<file path="config.mk">
export PLATFORM = sky130hd
export DESIGN_NAME = wb_io_arbiter_flat
export DESIGN_NICKNAME = d
export VERILOG_FILES = /design/src/rtl/wb_io_pkg.sv /design/src/rtl/wb_io_arbiter_if.sv /design/src/rtl/wb_io_arbiter_rr_arbiter.sv /design/src/rtl/wb_io_arbiter.sv /design/src/flat_wrapper.sv
export SDC_FILE = /design/constraint.sdc
export NUM_CORES = 1
export LEC_CHECK = 0
export CORE_AREA = 2 2 119 121
export DETAILED_ROUTE_END_ITERATION = 8
export DIE_AREA = 0 0 121 123
export PLACE_DENSITY = 0.56
export SETUP_SLACK_MARGIN = 0.15
export SLEW_MARGIN = 30
export SYNTH_ARGS = -nofsm -noshare
export SYNTH_HDL_FRONTEND = slang
export SYNTH_SLANG_ARGS = --single-unit
export TNS_END_PERCENT = 30
</file>
<file path="constraint.sdc">
create_clock -name wb_clk_i -period 2.7 [get_ports wb_clk_i]
set_input_delay 0.54 -clock wb_clk_i [delete_from_list [all_inputs] [get_ports wb_clk_i]]
set_output_delay 0.54 -clock wb_clk_i [all_outputs]
set_load 0.1 [all_outputs]
</file>
<file path="src/rtl/wb_io_pkg.sv">
// ============================================================================
// Module      : wb_io_pkg
// Description : Shared types and Wishbone constants for the I/O arbiter.
// Revision    : 1.0 - initial release
// ============================================================================
`default_nettype none

package wb_io_pkg;

    typedef enum logic [1:0] {
        IDLE  = 2'd0,
        BUSY  = 2'd1,
        ABORT = 2'd2
    } wb_arb_state_e;

    localparam logic [2:0] CTI_CLASSIC = 3'b000;
    localparam logic [2:0] CTI_CONST   = 3'b001;
    localparam logic [2:0] CTI_INCR    = 3'b010;
    localparam logic [2:0] CTI_EOB     = 3'b111;

    localparam logic [1:0] BTE_LINEAR  = 2'b00;
    localparam logic [1:0] BTE_WRAP4   = 2'b01;
    localparam logic [1:0] BTE_WRAP8   = 2'b10;
    localparam logic [1:0] BTE_WRAP16  = 2'b11;

endpackage

`default_nettype wire

</file>
<file path="src/rtl/wb_io_arbiter_if.sv">
// ============================================================================
// Module      : wb_io_arbiter_if
// Description : Wishbone master-side and slave-side bundle of the I/O arbiter.
// Revision    : 1.0 - initial release
// ============================================================================
`default_nettype none

interface wb_io_arbiter_if #(
    parameter int NUM_MASTERS = 2
);
    logic [NUM_MASTERS*32-1:0] wbm_adr_i;
    logic [NUM_MASTERS*32-1:0] wbm_dat_i;
    logic [NUM_MASTERS*4-1:0]  wbm_sel_i;
    logic [NUM_MASTERS-1:0]    wbm_we_i;
    logic [NUM_MASTERS-1:0]    wbm_cyc_i;
    logic [NUM_MASTERS-1:0]    wbm_stb_i;
    logic [NUM_MASTERS*3-1:0]  wbm_cti_i;
    logic [NUM_MASTERS*2-1:0]  wbm_bte_i;
    logic [31:0]               wbm_dat_o;
    logic [NUM_MASTERS-1:0]    wbm_ack_o;
    logic [NUM_MASTERS-1:0]    wbm_err_o;
    logic [NUM_MASTERS-1:0]    wbm_rty_o;

    logic [31:0]               wbs_adr_o;
    logic [31:0]               wbs_dat_o;
    logic [3:0]                wbs_sel_o;
    logic                      wbs_we_o;
    logic [2:0]                wbs_cti_o;
    logic [1:0]                wbs_bte_o;
    logic                      wbs_cyc_o;
    logic                      wbs_stb_o;
    logic [31:0]               wbs_dat_i;
    logic                      wbs_ack_i;
    logic                      wbs_err_i;
    logic                      wbs_rty_i;

    logic [NUM_MASTERS-1:0]    grant_o;

    // Arbiter view: slave to the masters, driver of the downstream bus.
    modport slave (
        input  wbm_adr_i, wbm_dat_i, wbm_sel_i, wbm_we_i,
        input  wbm_cyc_i, wbm_stb_i, wbm_cti_i, wbm_bte_i,
        output wbm_dat_o, wbm_ack_o, wbm_err_o, wbm_rty_o,
        output wbs_adr_o, wbs_dat_o, wbs_sel_o, wbs_we_o,
        output wbs_cti_o, wbs_bte_o, wbs_cyc_o, wbs_stb_o,
        input  wbs_dat_i, wbs_ack_i, wbs_err_i, wbs_rty_i,
        output grant_o
    );

    // Environment view: the requesting masters plus the downstream slave.
    modport master (
        output wbm_adr_i, wbm_dat_i, wbm_sel_i, wbm_we_i,
        output wbm_cyc_i, wbm_stb_i, wbm_cti_i, wbm_bte_i,
        input  wbm_dat_o, wbm_ack_o, wbm_err_o, wbm_rty_o,
        input  wbs_adr_o, wbs_dat_o, wbs_sel_o, wbs_we_o,
        input  wbs_cti_o, wbs_bte_o, wbs_cyc_o, wbs_stb_o,
        output wbs_dat_i, wbs_ack_i, wbs_err_i, wbs_rty_i,
        input  grant_o
    );

endinterface

`default_nettype wire

</file>
<file path="src/rtl/wb_io_arbiter_rr_arbiter.sv">
// ============================================================================
// Module      : rr_arbiter
// Description : Combinational round-robin picker: first request above i_last.
// Revision    : 1.0 - initial release
// ============================================================================
`default_nettype none

module rr_arbiter #(
    parameter int N    = 2,
    parameter int IDXW = $clog2(N)
) (
    input  wire logic [N-1:0]    i_req,
    input  wire logic [IDXW-1:0] i_last,
    output logic      [N-1:0]    o_grant,
    output logic      [IDXW-1:0] o_idx,
    output logic                 o_valid
);

    localparam int CW = IDXW + 1;

    logic [CW-1:0] w_cand;

    // Scan last+1 .. last+N with wrap; the candidate has one spare bit for the sum.
    always_comb begin
        o_grant = '0;
        o_idx   = '0;
        o_valid = 1'b0;
        w_cand  = '0;
        for (int off = 1; off <= N; off++) begin
            w_cand = {1'b0, i_last} + CW'(off);
            if (w_cand >= CW'(N)) begin
                w_cand = w_cand - CW'(N);
            end
            if (!o_valid && i_req[w_cand[IDXW-1:0]]) begin
                o_valid                    = 1'b1;
                o_idx                      = w_cand[IDXW-1:0];
                o_grant[w_cand[IDXW-1:0]]  = 1'b1;
            end
        end
    end

endmodule

`default_nettype wire

</file>
<file path="src/rtl/wb_io_arbiter.sv">
// ============================================================================
// Module      : wb_io_arbiter
// Description : Round-robin Wishbone B4 classic arbiter for the wb_io port.
//               Optional watchdog enabled by WB_IO_ARBITER_TIMEOUT_EN.
// Revision    : 1.0 - initial release
// ============================================================================
`default_nettype none

module wb_io_arbiter
    import wb_io_pkg::*;
#(
    parameter int NUM_MASTERS = 2,
    parameter int TIMEOUT     = 255
) (
    input  wire logic        wb_clk_i,
    input  wire logic        wb_rst_n_i,
    wb_io_arbiter_if.slave   bus
);

    localparam int                 IDXW        = $clog2(NUM_MASTERS);
    localparam logic [IDXW-1:0]    c_PTR_RESET = IDXW'(NUM_MASTERS - 1);

    if (NUM_MASTERS < 2 || NUM_MASTERS > 8) begin : g_bad_num_masters
        $error("wb_io_arbiter: NUM_MASTERS must be 2..8");
    end
    if (TIMEOUT < 1 || TIMEOUT > 65535) begin : g_bad_timeout
        $error("wb_io_arbiter: TIMEOUT must be 1..65535");
    end

    wb_arb_state_e          r_state;
    wb_arb_state_e          w_state_nxt;
    logic [NUM_MASTERS-1:0] r_grant;
    logic [NUM_MASTERS-1:0] w_grant_nxt;
    logic [IDXW-1:0]        r_last;
    logic [IDXW-1:0]        w_last_nxt;

    logic [NUM_MASTERS-1:0] w_arb_grant;
    logic [IDXW-1:0]        w_arb_idx;
    logic                   w_arb_valid;

    logic [31:0]            w_adr;
    logic [31:0]            w_dat;
    logic [3:0]             w_sel;
    logic                   w_we;
    logic [2:0]             w_cti;
    logic [1:0]             w_bte;
    logic                   w_cyc_sel;
    logic                   w_stb_sel;
    logic                   w_in_busy;
    logic                   w_in_abort;
    logic                   w_wbs_stb;
    logic                   w_timeout;

    rr_arbiter #(
        .N    (NUM_MASTERS),
        .IDXW (IDXW)
    ) u_rr (
        .i_req   (bus.wbm_cyc_i),
        .i_last  (r_last),
        .o_grant (w_arb_grant),
        .o_idx   (w_arb_idx),
        .o_valid (w_arb_valid)
    );

    // One-hot grant mux; an empty grant yields all-zero request fields.
    always_comb begin
        w_adr = '0;
        w_dat = '0;
        w_sel = '0;
        w_we  = 1'b0;
        w_cti = '0;
        w_bte = '0;
        for (int i = 0; i < NUM_MASTERS; i++) begin
            if (r_grant[i]) begin
                w_adr = bus.wbm_adr_i[i*32 +: 32];
                w_dat = bus.wbm_dat_i[i*32 +: 32];
                w_sel = bus.wbm_sel_i[i*4 +: 4];
                w_we  = bus.wbm_we_i[i];
                w_cti = bus.wbm_cti_i[i*3 +: 3];
                w_bte = bus.wbm_bte_i[i*2 +: 2];
            end
        end
    end

    assign w_cyc_sel  = |(r_grant & bus.wbm_cyc_i);
    assign w_stb_sel  = |(r_grant & bus.wbm_stb_i);
    assign w_in_busy  = (r_state == BUSY);
    assign w_in_abort = (r_state == ABORT);
    assign w_wbs_stb  = w_in_busy & w_cyc_sel & w_stb_sel;

`ifdef WB_IO_ARBITER_TIMEOUT_EN
    localparam int WDW = $clog2(TIMEOUT + 1);

    logic [WDW-1:0] r_wdog;
    logic           w_stall;

    assign w_stall   = w_wbs_stb & ~(bus.wbs_ack_i | bus.wbs_err_i | bus.wbs_rty_i);
    // Fires on the stall cycle that would bring the count to TIMEOUT.
    assign w_timeout = w_stall & (r_wdog == WDW'(TIMEOUT - 1));

    always_ff @(posedge wb_clk_i or negedge wb_rst_n_i) begin
        if (!wb_rst_n_i) begin
            r_wdog <= '0;
        end else if (w_stall && !w_timeout) begin
            r_wdog <= r_wdog + 1'b1;
        end else begin
            r_wdog <= '0;
        end
    end
`else
    assign w_timeout = 1'b0;
`endif

    always_ff @(posedge wb_clk_i or negedge wb_rst_n_i) begin
        if (!wb_rst_n_i) begin
            r_state <= IDLE;
            r_grant <= '0;
            r_last  <= c_PTR_RESET;
        end else begin
            r_state <= w_state_nxt;
            r_grant <= w_grant_nxt;
            r_last  <= w_last_nxt;
        end
    end

    always_comb begin
        w_state_nxt = r_state;
        w_grant_nxt = r_grant;
        w_last_nxt  = r_last;
        case (r_state)
            IDLE: begin
                if (w_arb_valid) begin
                    w_state_nxt = BUSY;
                    w_grant_nxt = w_arb_grant;
                    w_last_nxt  = w_arb_idx;
                end
            end
            BUSY: begin
                if (!w_cyc_sel) begin
                    w_state_nxt = IDLE;
                    w_grant_nxt = '0;
                end else if (w_timeout) begin
                    w_state_nxt = ABORT;
                end
            end
            ABORT: begin
                if (!w_cyc_sel) begin
                    w_state_nxt = IDLE;
                    w_grant_nxt = '0;
                end else begin
                    w_state_nxt = BUSY;
                end
            end
            default: begin
                w_state_nxt = IDLE;
                w_grant_nxt = '0;
            end
        endcase
    end

    assign bus.wbs_adr_o = w_adr;
    assign bus.wbs_dat_o = w_dat;
    assign bus.wbs_sel_o = w_sel;
    assign bus.wbs_we_o  = w_we;
    assign bus.wbs_cti_o = w_cti;
    assign bus.wbs_bte_o = w_bte;
    assign bus.wbs_cyc_o = w_in_busy & w_cyc_sel;
    assign bus.wbs_stb_o = w_wbs_stb;

    // Slave responses only pass in BUSY, so anything arriving during ABORT is dropped.
    assign bus.wbm_dat_o = bus.wbs_dat_i;
    assign bus.wbm_ack_o = w_in_busy ? (r_grant & {NUM_MASTERS{bus.wbs_ack_i}}) : '0;
    assign bus.wbm_rty_o = w_in_busy ? (r_grant & {NUM_MASTERS{bus.wbs_rty_i}}) : '0;
    assign bus.wbm_err_o = w_in_abort ? r_grant
                         : (w_in_busy ? (r_grant & {NUM_MASTERS{bus.wbs_err_i}}) : '0);
    assign bus.grant_o   = r_grant;

endmodule

`default_nettype wire

</file>
<file path="src/flat_wrapper.sv">
// flat-port wrapper written by rule: the top's interface ports become plain ports
module wb_io_arbiter_flat import wb_io_pkg::*;
#(
    parameter int NUM_MASTERS = 2,
    parameter int TIMEOUT     = 255
)
  (wb_clk_i, wb_rst_n_i, bus_wbm_adr_i, bus_wbm_dat_i, bus_wbm_sel_i, bus_wbm_we_i, bus_wbm_cyc_i, bus_wbm_stb_i, bus_wbm_cti_i, bus_wbm_bte_i, bus_wbm_dat_o, bus_wbm_ack_o, bus_wbm_err_o, bus_wbm_rty_o, bus_wbs_adr_o, bus_wbs_dat_o, bus_wbs_sel_o, bus_wbs_we_o, bus_wbs_cti_o, bus_wbs_bte_o, bus_wbs_cyc_o, bus_wbs_stb_o, bus_wbs_dat_i, bus_wbs_ack_i, bus_wbs_err_i, bus_wbs_rty_i, bus_grant_o);
  wb_io_arbiter_if #(.NUM_MASTERS(NUM_MASTERS)) bus_i ();
  input  wire logic wb_clk_i;
  input  wire logic wb_rst_n_i;
  input wire logic [$bits(bus_i.wbm_adr_i)-1:0] bus_wbm_adr_i;
  input wire logic [$bits(bus_i.wbm_dat_i)-1:0] bus_wbm_dat_i;
  input wire logic [$bits(bus_i.wbm_sel_i)-1:0] bus_wbm_sel_i;
  input wire logic [$bits(bus_i.wbm_we_i)-1:0] bus_wbm_we_i;
  input wire logic [$bits(bus_i.wbm_cyc_i)-1:0] bus_wbm_cyc_i;
  input wire logic [$bits(bus_i.wbm_stb_i)-1:0] bus_wbm_stb_i;
  input wire logic [$bits(bus_i.wbm_cti_i)-1:0] bus_wbm_cti_i;
  input wire logic [$bits(bus_i.wbm_bte_i)-1:0] bus_wbm_bte_i;
  output wire logic [$bits(bus_i.wbm_dat_o)-1:0] bus_wbm_dat_o;
  output wire logic [$bits(bus_i.wbm_ack_o)-1:0] bus_wbm_ack_o;
  output wire logic [$bits(bus_i.wbm_err_o)-1:0] bus_wbm_err_o;
  output wire logic [$bits(bus_i.wbm_rty_o)-1:0] bus_wbm_rty_o;
  output wire logic [$bits(bus_i.wbs_adr_o)-1:0] bus_wbs_adr_o;
  output wire logic [$bits(bus_i.wbs_dat_o)-1:0] bus_wbs_dat_o;
  output wire logic [$bits(bus_i.wbs_sel_o)-1:0] bus_wbs_sel_o;
  output wire logic [$bits(bus_i.wbs_we_o)-1:0] bus_wbs_we_o;
  output wire logic [$bits(bus_i.wbs_cti_o)-1:0] bus_wbs_cti_o;
  output wire logic [$bits(bus_i.wbs_bte_o)-1:0] bus_wbs_bte_o;
  output wire logic [$bits(bus_i.wbs_cyc_o)-1:0] bus_wbs_cyc_o;
  output wire logic [$bits(bus_i.wbs_stb_o)-1:0] bus_wbs_stb_o;
  input wire logic [$bits(bus_i.wbs_dat_i)-1:0] bus_wbs_dat_i;
  input wire logic [$bits(bus_i.wbs_ack_i)-1:0] bus_wbs_ack_i;
  input wire logic [$bits(bus_i.wbs_err_i)-1:0] bus_wbs_err_i;
  input wire logic [$bits(bus_i.wbs_rty_i)-1:0] bus_wbs_rty_i;
  output wire logic [$bits(bus_i.grant_o)-1:0] bus_grant_o;
  assign bus_i.wbm_adr_i = bus_wbm_adr_i;
  assign bus_i.wbm_dat_i = bus_wbm_dat_i;
  assign bus_i.wbm_sel_i = bus_wbm_sel_i;
  assign bus_i.wbm_we_i = bus_wbm_we_i;
  assign bus_i.wbm_cyc_i = bus_wbm_cyc_i;
  assign bus_i.wbm_stb_i = bus_wbm_stb_i;
  assign bus_i.wbm_cti_i = bus_wbm_cti_i;
  assign bus_i.wbm_bte_i = bus_wbm_bte_i;
  assign bus_wbm_dat_o = bus_i.wbm_dat_o;
  assign bus_wbm_ack_o = bus_i.wbm_ack_o;
  assign bus_wbm_err_o = bus_i.wbm_err_o;
  assign bus_wbm_rty_o = bus_i.wbm_rty_o;
  assign bus_wbs_adr_o = bus_i.wbs_adr_o;
  assign bus_wbs_dat_o = bus_i.wbs_dat_o;
  assign bus_wbs_sel_o = bus_i.wbs_sel_o;
  assign bus_wbs_we_o = bus_i.wbs_we_o;
  assign bus_wbs_cti_o = bus_i.wbs_cti_o;
  assign bus_wbs_bte_o = bus_i.wbs_bte_o;
  assign bus_wbs_cyc_o = bus_i.wbs_cyc_o;
  assign bus_wbs_stb_o = bus_i.wbs_stb_o;
  assign bus_i.wbs_dat_i = bus_wbs_dat_i;
  assign bus_i.wbs_ack_i = bus_wbs_ack_i;
  assign bus_i.wbs_err_i = bus_wbs_err_i;
  assign bus_i.wbs_rty_i = bus_wbs_rty_i;
  assign bus_grant_o = bus_i.grant_o;
  wb_io_arbiter #(.NUM_MASTERS(NUM_MASTERS), .TIMEOUT(TIMEOUT)) u_core (.wb_clk_i(wb_clk_i), .wb_rst_n_i(wb_rst_n_i), .bus(bus_i));
endmodule
</file>
==> Word level (Yosys, flattened, before mapping) <==
Cells that the tools add are included.
{ "totals": {"ff_bits": 5, "out_inout_bits": 116, "in_bits": 189, "mem_count": 0, "rom_bits": 0, "latch_bits": 0, "ramBits": 0, "elab_cells": 75} }
{ "op_classes": {"shifts": 0, "eq_ne": 5, "order_cmp": 6, "reduce_logical": 11, "bitwise": 8, "div_mod_pow": 0, "mul": 0, "mux": 38, "addsub": 4} }
{ "ops": {"columns": ["cell", "n"], "rows": [
  ["32-bit two-way mux", 4],
  ["2-bit two-way mux", 11],
  ["1-bit two-way mux", 15],
  ["2-bit bitwise AND", 5],
  ["4-bit two-way mux", 2],
  ["3-bit two-way mux", 2],
  ["2-bit inequality test, second input constant", 3],
  ["2-bit case mux with 3 select lines", 1],
  ["2-bit AND reduction", 3],
  ["2-bit OR reduction", 3],
  ["2-bit greater-or-equal comparator, second input constant", 2],
  ["1-bit by 2-bit < comparator with 1-bit output, second input constant", 2],
  ["2-bit case mux with 2 select lines", 1],
  ["1-bit logical AND", 3],
  ["1-bit by 1-bit adder with 2-bit output, second input constant", 1],
  ["1-bit by 2-bit adder with 2-bit output, second input constant", 1],
  ["1-bit bitwise AND", 2],
  ["1-bit demux with 1-bit select", 2],
  ["2-bit by 1-bit == test with 1-bit output, second input constant", 1],
  ["2-bit == test, second input constant", 1],
  ["1-bit greater-or-equal comparator, second input constant", 2],
  ["2-bit zero test", 1],
  ["2-bit bitwise OR", 1],
  ["1-bit subtractor, second input constant", 2],
  ["1-bit zero test", 1]
]} }

==> Logic depth before layout (Yosys ltp) <==
Gate-level depths: netlist (run 1).
{ "depth": {"depth_word": 12, "mapped_depth": 5, "ltp_nobuf": 3} }

==> By module <==
A second synthesis (run 1) with hierarchy kept.
{ "unflattened": {"cells_unflattened": 161, "area_unflattened_um2": 1315.0} }
{ "by_module_without_submodules": {"columns": ["module", "seq_area_each_um2", "instances", "cells_each", "area_per_inst_um2"], "rows": [
  ["wb_io_arbiter", 101.3, 1, 156, 1282.5],
  ["rr_arbiter", 0.0, 1, 5, 32.5]
]} }

==> Worst setup path before layout (run 1) <==
OpenSTA, ideal clock, no wires.
{ "synth_path": {"kind": "register to output", "start": "register u_core.r_grant[1] (netlist: u_core.bus.grant_o[1])", "end": "output port bus_wbs_bte_o[0]", "setup_slack_ns": -1.204, "t_arrival_ns": 3.364, "stages_incl_launch_ff": 4, "cell_sequence": "dfrtp_1 -> buf_2 -> buf_2 -> o21ai_0"} }
{ "synth_via": {"elab_chain_cells": 1} }
{ "synth_lines": {"columns": ["element", "line_no", "text"], "rows": [
  ["start: declaration", "wb_io_arbiter.sv:32", "logic [NUM_MASTERS-1:0] r_grant;"],
  ["start signal: assignment", "wb_io_arbiter.sv:121", "r_grant <= w_grant_nxt;"],
  ["2-bit two-way mux", "wb_io_arbiter.sv:74", "if (r_grant[i]) begin"],
  ["end: declaration", "flat_wrapper.sv:28", "output wire logic [$bits(bus_i.wbs_bte_o)-1:0] bus_wbs_bte_o;"]
]} }
Every way passes these cells.

==> Worst setup path in the final report (run 1) <==
{ "layout_path": {"start": "input port bus_wbm_cyc_i[0]", "end": "output port bus_wbs_stb_o"} }
{ "layout_via": {"elab_chain_cells": 4} }
{ "layout_lines": {"columns": ["element", "line_no", "text"], "rows": [
  ["start: declaration", "flat_wrapper.sv:15", "input wire logic [$bits(bus_i.wbm_cyc_i)-1:0] bus_wbm_cyc_i;"],
  ["2-bit bitwise AND", "wb_io_arbiter.sv:85", "assign w_cyc_sel = |(r_grant & bus.wbm_cyc_i);"],
  ["2-bit OR reduction", "wb_io_arbiter.sv:85", null],
  ["1-bit bitwise AND (2 in series)", "wb_io_arbiter.sv:89", "assign w_wbs_stb = w_in_busy & w_cyc_sel & w_stb_sel;"],
  ["end: declaration", "flat_wrapper.sv:30", "output wire logic [$bits(bus_i.wbs_stb_o)-1:0] bus_wbs_stb_o;"]
]} }
Every way passes these cells.

==> impl_metrics.json, run 1 <==
{
  "slowest_delay_ns": 0.58,
  "crit_family": "buffers and inverters",
  "slew_headroom": 0.6882,
  "die_y_um": 123,
  "endpoint_kind": "primary output",
  "ctsResizeCount": 0,
  "grt_overflow": 0,
  "wl_met3_um": 992,
  "holdWs_ns": 0.5081,
  "cts_hold_buf": 0,
  "track_usage": 0.09638,
  "fmax_mhz": 434.8,
  "drc": 0,
  "cp.required_ns": 2.16,
  "syn2layout_area_growth_pct": 240.2,
  "min_period_ns": 2.300,
  "path_cells": "clkdlybuf4s50_1 > a22o_1 > nand2_1 > nor2_4 > buf_12",
  "synthMuxAreaShare": 0,
  "cap_viol_max_count": 0,
  "die_area_um2": 14880,
  "insertion_delay_ns": 0.22,
  "clkTransAtPathRegs_ns": 0.03,
  "fillCellCount": 1392,
  "place.gp.congestion": 0.7446,
  "yosysSeqAreaShare": 0.07634,
  "drive_above_1_share": 0.3352,
  "stdcell_area_um2": 4516,
  "syn_nets": 347,
  "vias": 2112,
  "cts_setup_buffers": 0,
  "ff_latch_area_um2": 103.9,
  "hold_path.class": "register to register",
  "avgViaCountPerCell": 3.948,
  "clockBufferDepth": 2,
  "diodes": 0,
  "reg2reg_depth": 4,
  "multi_input_area_um2": 839.6,
  "path_buf_inv": 2,
  "start_util": 0.09753,
  "yosys_warnings": 0,
  "placed_area_um2": 4437,
  "cts_buffers": 3,
  "worstSetupStartpointType": "input port",
  "slew_viol_final": 0,
  "synth_compound_area_frac": 0.5335,
  "finalSetupViolCount": 0,
  "grt_setup_unrepaired": "no",
  "hold_viol_final": 0,
  "num_io_pins": 305,
  "synth_top_family_by_area": "compound AO/OA/AOI/OAI gates",
  "status": "completed",
  "antenna_found_initial": 0,
  "synthSimpleGateAreaFrac": 0.07069,
  "crit_cells": 5,
  "grt_max_degree": 43,
  "wirelength_met1_um": 2995,
  "final_nets": 545,
  "synth.avg_cell_area_um2": 8.402,
  "grt_pass1_vias": 2168,
  "rows": 43,
  "synth_cell_types": 20,
  "first_pass_iters": 4,
  "top_layer": "met4",
  "cpMaxStageDelayCell": "clkdlybuf4s50_1",
  "cts_sinks": 4,
  "crit_path_max_fanout": 6,
  "syn_area_um2": 1328,
  "arrival_ns": 1.76,
  "dr.first_iter.drc_count": 44,
  "hold_depth": 2,
  "hpwl_um": 6908,
  "htreeDepth": 1,
  "fin_tns_setup_ns": 0,
  "yosys_register_bits": 4,
  "postRouteAntennaNets": 0,
  "skew_ns": 0.003268,
  "die_x_um": 121,
  "critical_path_class": "input port to primary output",
  "cts_root_buf": "clkbuf_16",
  "fin_crit_sh": 0.8518,
  "synth_xor_area_frac": 0,
  "cts_tree": "yes",
  "wl_met2_um": 4150,
  "synth_adder_area_share": 0,
  "grt_pass1_wl_um": 11650,
  "design.core.area_um2": 13610,
  "wl_per_cell_um": 15.43,
  "synthCells": 158,
  "port_buffers": 240,
  "tightest_slew_ns": 0.4677,
  "wl_um": 8257
}
-- synth_stat cells --
cell / n / area share
a22oi_1: 1 / 0.0057
buf_6: 2 / 0.017
buf_8: 7 / 0.079
o21ai_1: 1 / 0.0038
dfstp_2: 1 / 0.020
dfrtp_1: 3 / 0.057
a21oi_1: 4 / 0.015
o21ai_0: 2 / 0.0075
buf_4: 32 / 0.18
buf_2: 9 / 0.034
clkbuf_1: 1 / 0.0028
nor2b_4: 1 / 0.010
a31o_2: 1 / 0.0066
inv_1: 2 / 0.0057
a22o_1: 74 / 0.49
nor2_1: 2 / 0.0057
nand2_1: 6 / 0.017
and3_1: 6 / 0.028
a31o_1: 1 / 0.0066
nand2b_1: 2 / 0.0094
-- logic make-up (layout without fill, tap and decap cells) --
group	count (synthesis)	in the layout
AOI/OAI and AO/OA	84	84
buffers and inverters	53	250
DFF	4	4
and+or+nand+nor	17	17
-- worst min-delay path, delay by kind of cell (launching register included) --
kind             cells  cell delay, ns
AO/OA/AOI/OAI        1            0.07
flip-flops           1            0.37
AND/OR/NAND/NOR      1            0.05
-- sequential cells by signal (all words and copies together), names as in the netlist --
| signal | count |
|---|---|
| u_core.bus.grant_o | 2 |
| u_core.r_last | 1 |
| u_core.r_state | 1 |
-- metrics by stage --
stage | utilization | instances | worst slack (ns)
2_1_floorplan | - | 158 | 0.1245
3_3_place_gp | 0.3259 | 531 | 0.4475
3_5_place_dp | 0.3259 | 531 | 0.4130
4_1_cts | 0.3317 | 535 | 0.4043
5_1_grt | 0.3317 | 535 | 0.3103
6_report | 0.3317 | 535 | 0.4001
-- path summary, 6_finish.rpt --
path | startpoint | endpoint | slack (ns)
max | bus_wbm_cyc_i[0] | bus_wbs_stb_o | 0.40
min | u_core.r_last$_DFFE_PN1P_ | u_core.r_last$_DFFE_PN1P_ | 0.51
max reg2reg | u_core.bus.grant_o[1]$_DFFE_PN0P_ | u_core.r_state[0]$_DFFE_PN0P_ | 1.37
min reg2reg | u_core.r_last$_DFFE_PN1P_ | u_core.r_last$_DFFE_PN1P_ | 0.51
max in group asynchronous | wb_rst_n_i | u_core.r_last$_DFFE_PN1P_ | 1.94
min in group asynchronous | wb_rst_n_i | u_core.bus.grant_o[1]$_DFFE_PN0P_ | 0.52
-- cells in the final DEF (no fill, tap or decap), types with 2 or more instances in the layout --
| master | instances |
|---|---|
| nand2b_1 | 2 |
| clkbuf_16 | 3 |
| a22o_2 | 21 |
| nand2_1 | 6 |
| dfrtp_2 | 2 |
| a22o_1 | 53 |
| inv_1 | 2 |
| buf_4 | 5 |
| buf_12 | 83 |
| clkdlybuf4s50_1 | 156 |
| a21oi_1 | 4 |
| and3_1 | 6 |
-- layer usage --
layer,track usage,vias to the layer above
met5,0,-
met3,0.03321,16
li1,-,981
met1,0.1091,973
met4,0.01526,0
met2,0.1773,142
-- final cells by class --
type                    count  area share
clock buffers               4     0.01746
flip-flops and latches      4     0.02300
well taps                 180     0.04988
inverters                   2    0.001663
repair buffers            244      0.7221
multi-input cells         101      0.1859
Power of run 1 is left out: the tool's default activity adds up to more than one toggle a clock period on the data nets, which glitch-free logic cannot reach.
==> inputs of run 2 (changes only) <==
--- a/config.mk
+++ b/config.mk
@@ -13,5 +13,6 @@
 export SLEW_MARGIN = 30
 export SYNTH_ARGS = -nofsm -noshare
 export SYNTH_HDL_FRONTEND = slang
+export SYNTH_HIERARCHICAL = 1
 export SYNTH_SLANG_ARGS = --single-unit
 export TNS_END_PERCENT = 30
==> constraint.sdc (replaced) <==
create_clock -name wb_clk_i -period 2.7 [get_ports wb_clk_i]
set_input_delay 0.54 -clock wb_clk_i [delete_from_list [all_inputs] [get_ports wb_clk_i]]
set_output_delay 0.54 -clock wb_clk_i [all_outputs]
set_load 0.05 [all_outputs]
==> impl_metrics.json, run 2 <==
{
  "slowest_delay_ns": 0.56,
  "grt_pass1_wl_um": 12230,
  "synth_edf_count": 0,
  "avgViaCountPerCell": 3.993,
  "yosysMostFrequentCell": "a22o_1",
  "ff_latch_area_um2": 102.6,
  "slew_viol_final": 0,
  "syn2layout_area_growth_pct": 235.1,
  "arrival_ns": 1.84,
  "path_buf_inv": 2,
  "start_util": 0.09661,
  "fin_crit_sh": 0.8801,
  "cts_sinks": 4,
  "clockBufferDepth": 2,
  "skew_ns": 0.002806,
  "power.density_nw_per_um2": 1317,
  "critical_path_class": "register to primary output",
  "cap_viol_max_count": 0,
  "wl_um": 8805,
  "clkTransAtPathRegs_ns": 0.03,
  "design.core.area_um2": 13610,
  "fillCellCount": 1352,
  "path_cells": "nor2b_4 > buf_4 > a22o_1 > buf_12",
  "final_nets": 548,
  "placed_area_um2": 4328,
  "crit_path_max_fanout": 37,
  "htreeDepth": 1,
  "r2r_slack_ns": 1.31,
  "hold_path.class": "input port to async pin",
  "yosys-top-cells-count": "a22o_1 (72), buf_4 (33), buf_2 (9)",
  "synth.avg_cell_area_um2": 8.168,
  "drc": 0,
  "postLayoutCoreUtil": 0.3237,
  "fin_tns_setup_ns": 0,
  "diodes": 0,
  "largest_register_ffs": 2,
  "die_area_um2": 14880,
  "grt_max_degree": 44,
  "min_period_ns": 2.376,
  "num_io_pins": 305,
  "yosys_warnings": 6,
  "finalSetupViolCount": 0,
  "place.gp.congestion": 0.7576,
  "ctsResizeCount": 0,
  "yosys_register_bits": 4,
  "holdWs_ns": 0.5331,
  "dr.first_iter.drc_count": 51,
  "cts_tree": "yes",
  "syn_nets": 350,
  "die_x_um": 121,
  "track_usage": 0.1038,
  "cts_root_buf": "clkbuf_16",
  "antenna_found_initial": 0,
  "cts_hold_buf": 0,
  "yosysSeqAreaShare": 0.07707,
  "final_cell_mix": "clkdlybuf4s50_1 (158), buf_12 (74), a22o_1 (72)",
  "first_pass_iters": 4,
  "synth_top_area_share": 0.4795,
  "insertion_delay_ns": 0.23,
  "rows": 43,
  "reg2reg_depth": 3,
  "wl_per_cell_um": 16.37,
  "cts_setup_buffers": 0,
  "slew_headroom": 0.6650,
  "postRouteAntennaNets": 0,
  "drive_above_1_share": 0.2598,
  "syn_area_um2": 1315,
  "crit_family": "flip-flops",
  "port_buffers": 240,
  "grt_pass1_vias": 2245,
  "synth_ff_type": "dfrtp_1",
  "grt_overflow": 0,
  "r2r_start": "u_core/bus.grant_o[1]$_DFFE_PN0P_",
  "multi_input_area_um2": 839.6,
  "tightest_slew_ns": 0.5009,
  "stdcell_area_um2": 4407,
  "die_y_um": 123,
  "worstSetupStartpointType": "register",
  "synth-async-reset-ratio": 1.000,
  "fmax_mhz": 420.8,
  "grt_setup_unrepaired": "no",
  "leakage_uw": 0.001768,
  "ir_drop_v": 0.0005142,
  "synth_cell_types": 23,
  "hold_viol_final": 0,
  "final_common_cell": "clkdlybuf4s50_1",
  "cts_buffers": 3,
  "synthCells": 161,
  "cp.required_ns": 2.16,
  "rr_endpoint": "u_core/r_state[0]$_DFFE_PN0P_",
  "hpwl_um": 7077,
  "synth_top_area_cell": "a22o_1",
  "status": "completed",
  "endpoint_kind": "primary output",
  "vias": 2148,
  "cpMaxStageDelayCell": "dfrtp_1",
  "synth_area_leaders": "a22o_1 (48%), buf_4 (19%), buf_6 (6.0%)"
}
-- run 2: through the flow --
stage,setup slack [ns],cells,power (uW)
6_report,0.3237,538,5802
5_1_grt,0.2274,538,5985
4_1_cts,0.3297,538,5838
3_5_place_dp,0.4516,534,5567
3_3_place_gp,0.4788,534,5554
2_1_floorplan,0.4564,161,3061
-- run 2: metal layers --
metal  GRT usage  up-vias  share of wire
met3     0.02445       10          0.099
met4     0.01672        0         0.0085
met2      0.1893      152           0.51
met1      0.1256      993           0.38
met5           0        -              0
li1            -      993              -
-- run 2: cell type report --
cell class / instances / area share
timing repair buffer: 244 / 0.7155
multi-input combinational: 104 / 0.1905
tap: 180 / 0.05111
sequential: 4 / 0.02328
clock buffer: 4 / 0.01789
inverter: 2 / 0.001704
-- run 2: cell families after synthesis --
| kind of cell | after synthesis | share of synthesized area |
|---|---|---|
| DFF | 4 | 0.07707 |
| AOI/OAI and AO/OA | 84 | 0.5385 |
| and+or+nand+nor | 17 | 0.06660 |
| muxes | 3 | 0.02379 |
| buffers and inverters | 53 | 0.2940 |
-- run 2: worst max-delay path by stage --
stage,start,to,slack [ns],cells past startpoint
CTS,u_core/bus.grant_o[0]$_DFFE_PN0P_,bus_wbs_dat_o[19],0.33,4
finish,u_core/bus.grant_o[0]$_DFFE_PN0P_,bus_wbs_dat_o[9],0.32,4
floorplan,u_core/bus.grant_o[1]$_DFFE_PN0P_,bus_wbs_adr_o[22],0.46,3
global placement,bus_wbm_cyc_i[0],bus_wbs_stb_o,0.48,4
global route,u_core/bus.grant_o[0]$_DFFE_PN0P_,bus_wbs_dat_o[9],0.23,4
detailed placement,bus_wbm_cyc_i[0],bus_wbs_stb_o,0.45,4
-- run 2: worst reg2reg max path, stage by stage, from the launching register on --
cell,delay (ns)
dfrtp_2,0.45
buf_4,0.43
a22oi_1,0.20
o21bai_1,0.22
-- run 2: where the power goes --
part,leakage [uW],total (uW),internal [uW],switching [uW]
clock,0.0000382,240,195,44.7
sequential,0.0000469,169,95.9,73.4
combinational,0.00168,5390,2450,2940
Note: power is estimated with default switching activity, not from simulation.
==> inputs of run 3 (changes only) <==
--- a/config.mk
+++ b/config.mk
@@ -5,9 +5,9 @@
 export SDC_FILE = /design/constraint.sdc
 export NUM_CORES = 1
 export LEC_CHECK = 0
-export CORE_AREA = 2 2 119 121
+export CORE_AREA = 2 2 118 120
 export DETAILED_ROUTE_END_ITERATION = 8
-export DIE_AREA = 0 0 121 123
+export DIE_AREA = 0 0 120 122
 export PLACE_DENSITY = 0.56
 export SETUP_SLACK_MARGIN = 0.15
 export SLEW_MARGIN = 30
==> constraint.sdc (replaced) <==
create_clock -name wb_clk_i -period 2.2 [get_ports wb_clk_i]
set_input_delay 0.44 -clock wb_clk_i [delete_from_list [all_inputs] [get_ports wb_clk_i]]
set_output_delay 0.44 -clock wb_clk_i [all_outputs]
set_load 0.05 [all_outputs]
==> impl_metrics.json, run 3 (synthesis gave the netlist of run 2 again) <==
{
  "path_common_cell": "buf_12",
  "drive_above_1_share": 0.2687,
  "avgViaCountPerCell": 3.959,
  "final_nets": 551,
  "crit_family": "flip-flops",
  "finalSetupViolCount": 0,
  "fmax_mhz": 493.7,
  "insertion_delay_ns": 0.23,
  "tightest_slew_ns": 0.5073,
  "placed_area_um2": 4486,
  "port_buffers": 240,
  "hpwl_um": 7374,
  "slowest_delay_ns": 0.50,
  "clockBufferDepth": 2,
  "crit_path_max_fanout": 42,
  "start_util": 0.09738,
  "diodes": 0,
  "final_common_cell": "clkdlybuf4s50_1",
  "status": "completed",
  "power.density_nw_per_um2": 1600,
  "fin_crit_sh": 0.9208,
  "slew_viol_final": 0,
  "design.core.area_um2": 13500,
  "slew_headroom": 0.6607,
  "die_y_um": 122,
  "num_io_pins": 305,
  "dr.first_iter.drc_count": 30,
  "syn2layout_area_growth_pct": 247.4,
  "cts_tree": "yes",
  "htreeDepth": 1,
  "hold_viol_final": 0,
  "grt_overflow": 0,
  "cpMaxStageDelayCell": "dfrtp_2",
  "ir_drop_v": 0.0008056,
  "vias": 2142,
  "min_period_ns": 2.026,
  "rows": 43,
  "cts_buffers": 3,
  "r2r_start": "u_core/bus.grant_o[1]$_DFFE_PN0P_",
  "final_cell_mix": "clkdlybuf4s50_1 (157), buf_12 (85), a22o_1 (72)",
  "wl_per_cell_um": 16.06,
  "stdcell_area_um2": 4568,
  "cts_root_buf": "clkbuf_16",
  "endpoint_kind": "primary output",
  "fin_tns_setup_ns": 0,
  "critical_path_class": "register to primary output",
  "crit_path_start": "u_core/bus.grant_o[1]$_DFFE_PN0P_",
  "skew_ns": 0.008204,
  "die_area_um2": 14640,
  "worstSetupStartpointType": "register",
  "die_x_um": 120,
  "hold_path.class": "input port to async pin",
  "drc": 0,
  "postRouteAntennaNets": 0,
  "arrival_ns": 1.59,
  "grt_max_degree": 43,
  "grt_pass1_vias": 2320,
  "path_buf_inv": 2,
  "grt_setup_unrepaired": "yes",
  "leakage_uw": 0.001820,
  "cp.required_ns": 1.76,
  "antenna_found_initial": 0,
  "first_pass_iters": 4,
  "path_cells": "nor2b_4 > buf_12 > a22o_1 > buf_12",
  "r2r_slack_ns": 1.01,
  "clkTransAtPathRegs_ns": 0.04,
  "track_usage": 0.1069,
  "cts_sinks": 4,
  "largest_register_ffs": 2,
  "cap_viol_max_count": 0,
  "place.gp.congestion": 0.6989,
  "wl_um": 8690,
  "grt_pass1_wl_um": 12420
}
run 3: layout make-up:
| class | instances | area (um2) |
|---|---|---|
| Clock buffer | 4 | 78.83 |
| Fill cell | 1353 | 8936 |
| Inverter | 2 | 7.507 |
| Multi-Input combinational cell | 104 | 839.6 |
| Sequential cell | 4 | 102.6 |
| Tap cell | 180 | 225.2 |
| Timing Repair Buffer | 247 | 3314 |
run 3: timing repair:
item | in CTS | in global routing
gates resized for setup | 0 | 1
hold buffers | 0 | 0
endpoints found under the hold margin | 0 | 0
setup buffers | 0 | 0
setup endpoints to repair | 0 | 46
run 3: through the flow:
step	total power (uW)	util	setup slack [ns]	hold WS [ns]	std cells
floorplan	3757	-	0.05641	0.1444	161
global placement	7013	0.3322	0.2352	0.6453	537
detailed placement	7045	0.3322	0.2346	0.6589	537
CTS	7367	0.3380	0.1578	0.4274	541
global route	7551	0.3383	0.1178	0.4291	541
finish	7308	0.3383	0.1743	0.4195	541
run 3: final timing paths:
check | end | cells after the start
worst min-delay path | u_core/r_state[0]$_DFFE_PN0P_ | 1
worst min register to register | u_core/r_last$_DFFE_PN1P_ | 1
worst max-delay path | bus_wbs_adr_o[14] | 4
max in group asynchronous | u_core/r_last$_DFFE_PN1P_ | 1
worst max register to register | u_core/bus.grant_o[1]$_DFFE_PN0P_ | 3
min in group wb_clk_i | u_core/r_last$_DFFE_PN1P_ | 1
run 3: worst register-to-register path: stages, from the launching register on:
cell,delay [ns]
dfrtp_2,0.52
buf_6,0.30
mux2i_1,0.12
o22ai_1,0.15
run 3: power by group:
| group | internal (uW) | switching, uW |
|---|---|---|
| Clock | 240 | 58.3 |
| Combinational | 3180 | 3630 |
| Sequential | 118 | 82.9 |
| Total | 3530 | 3770 |
run 3: per-layer routing:
metal,track usage,part of all wire
met2,0.2006,0.52
met5,0,0
met3,0.02996,0.098
met4,0.03015,0.023
met1,0.1170,0.36
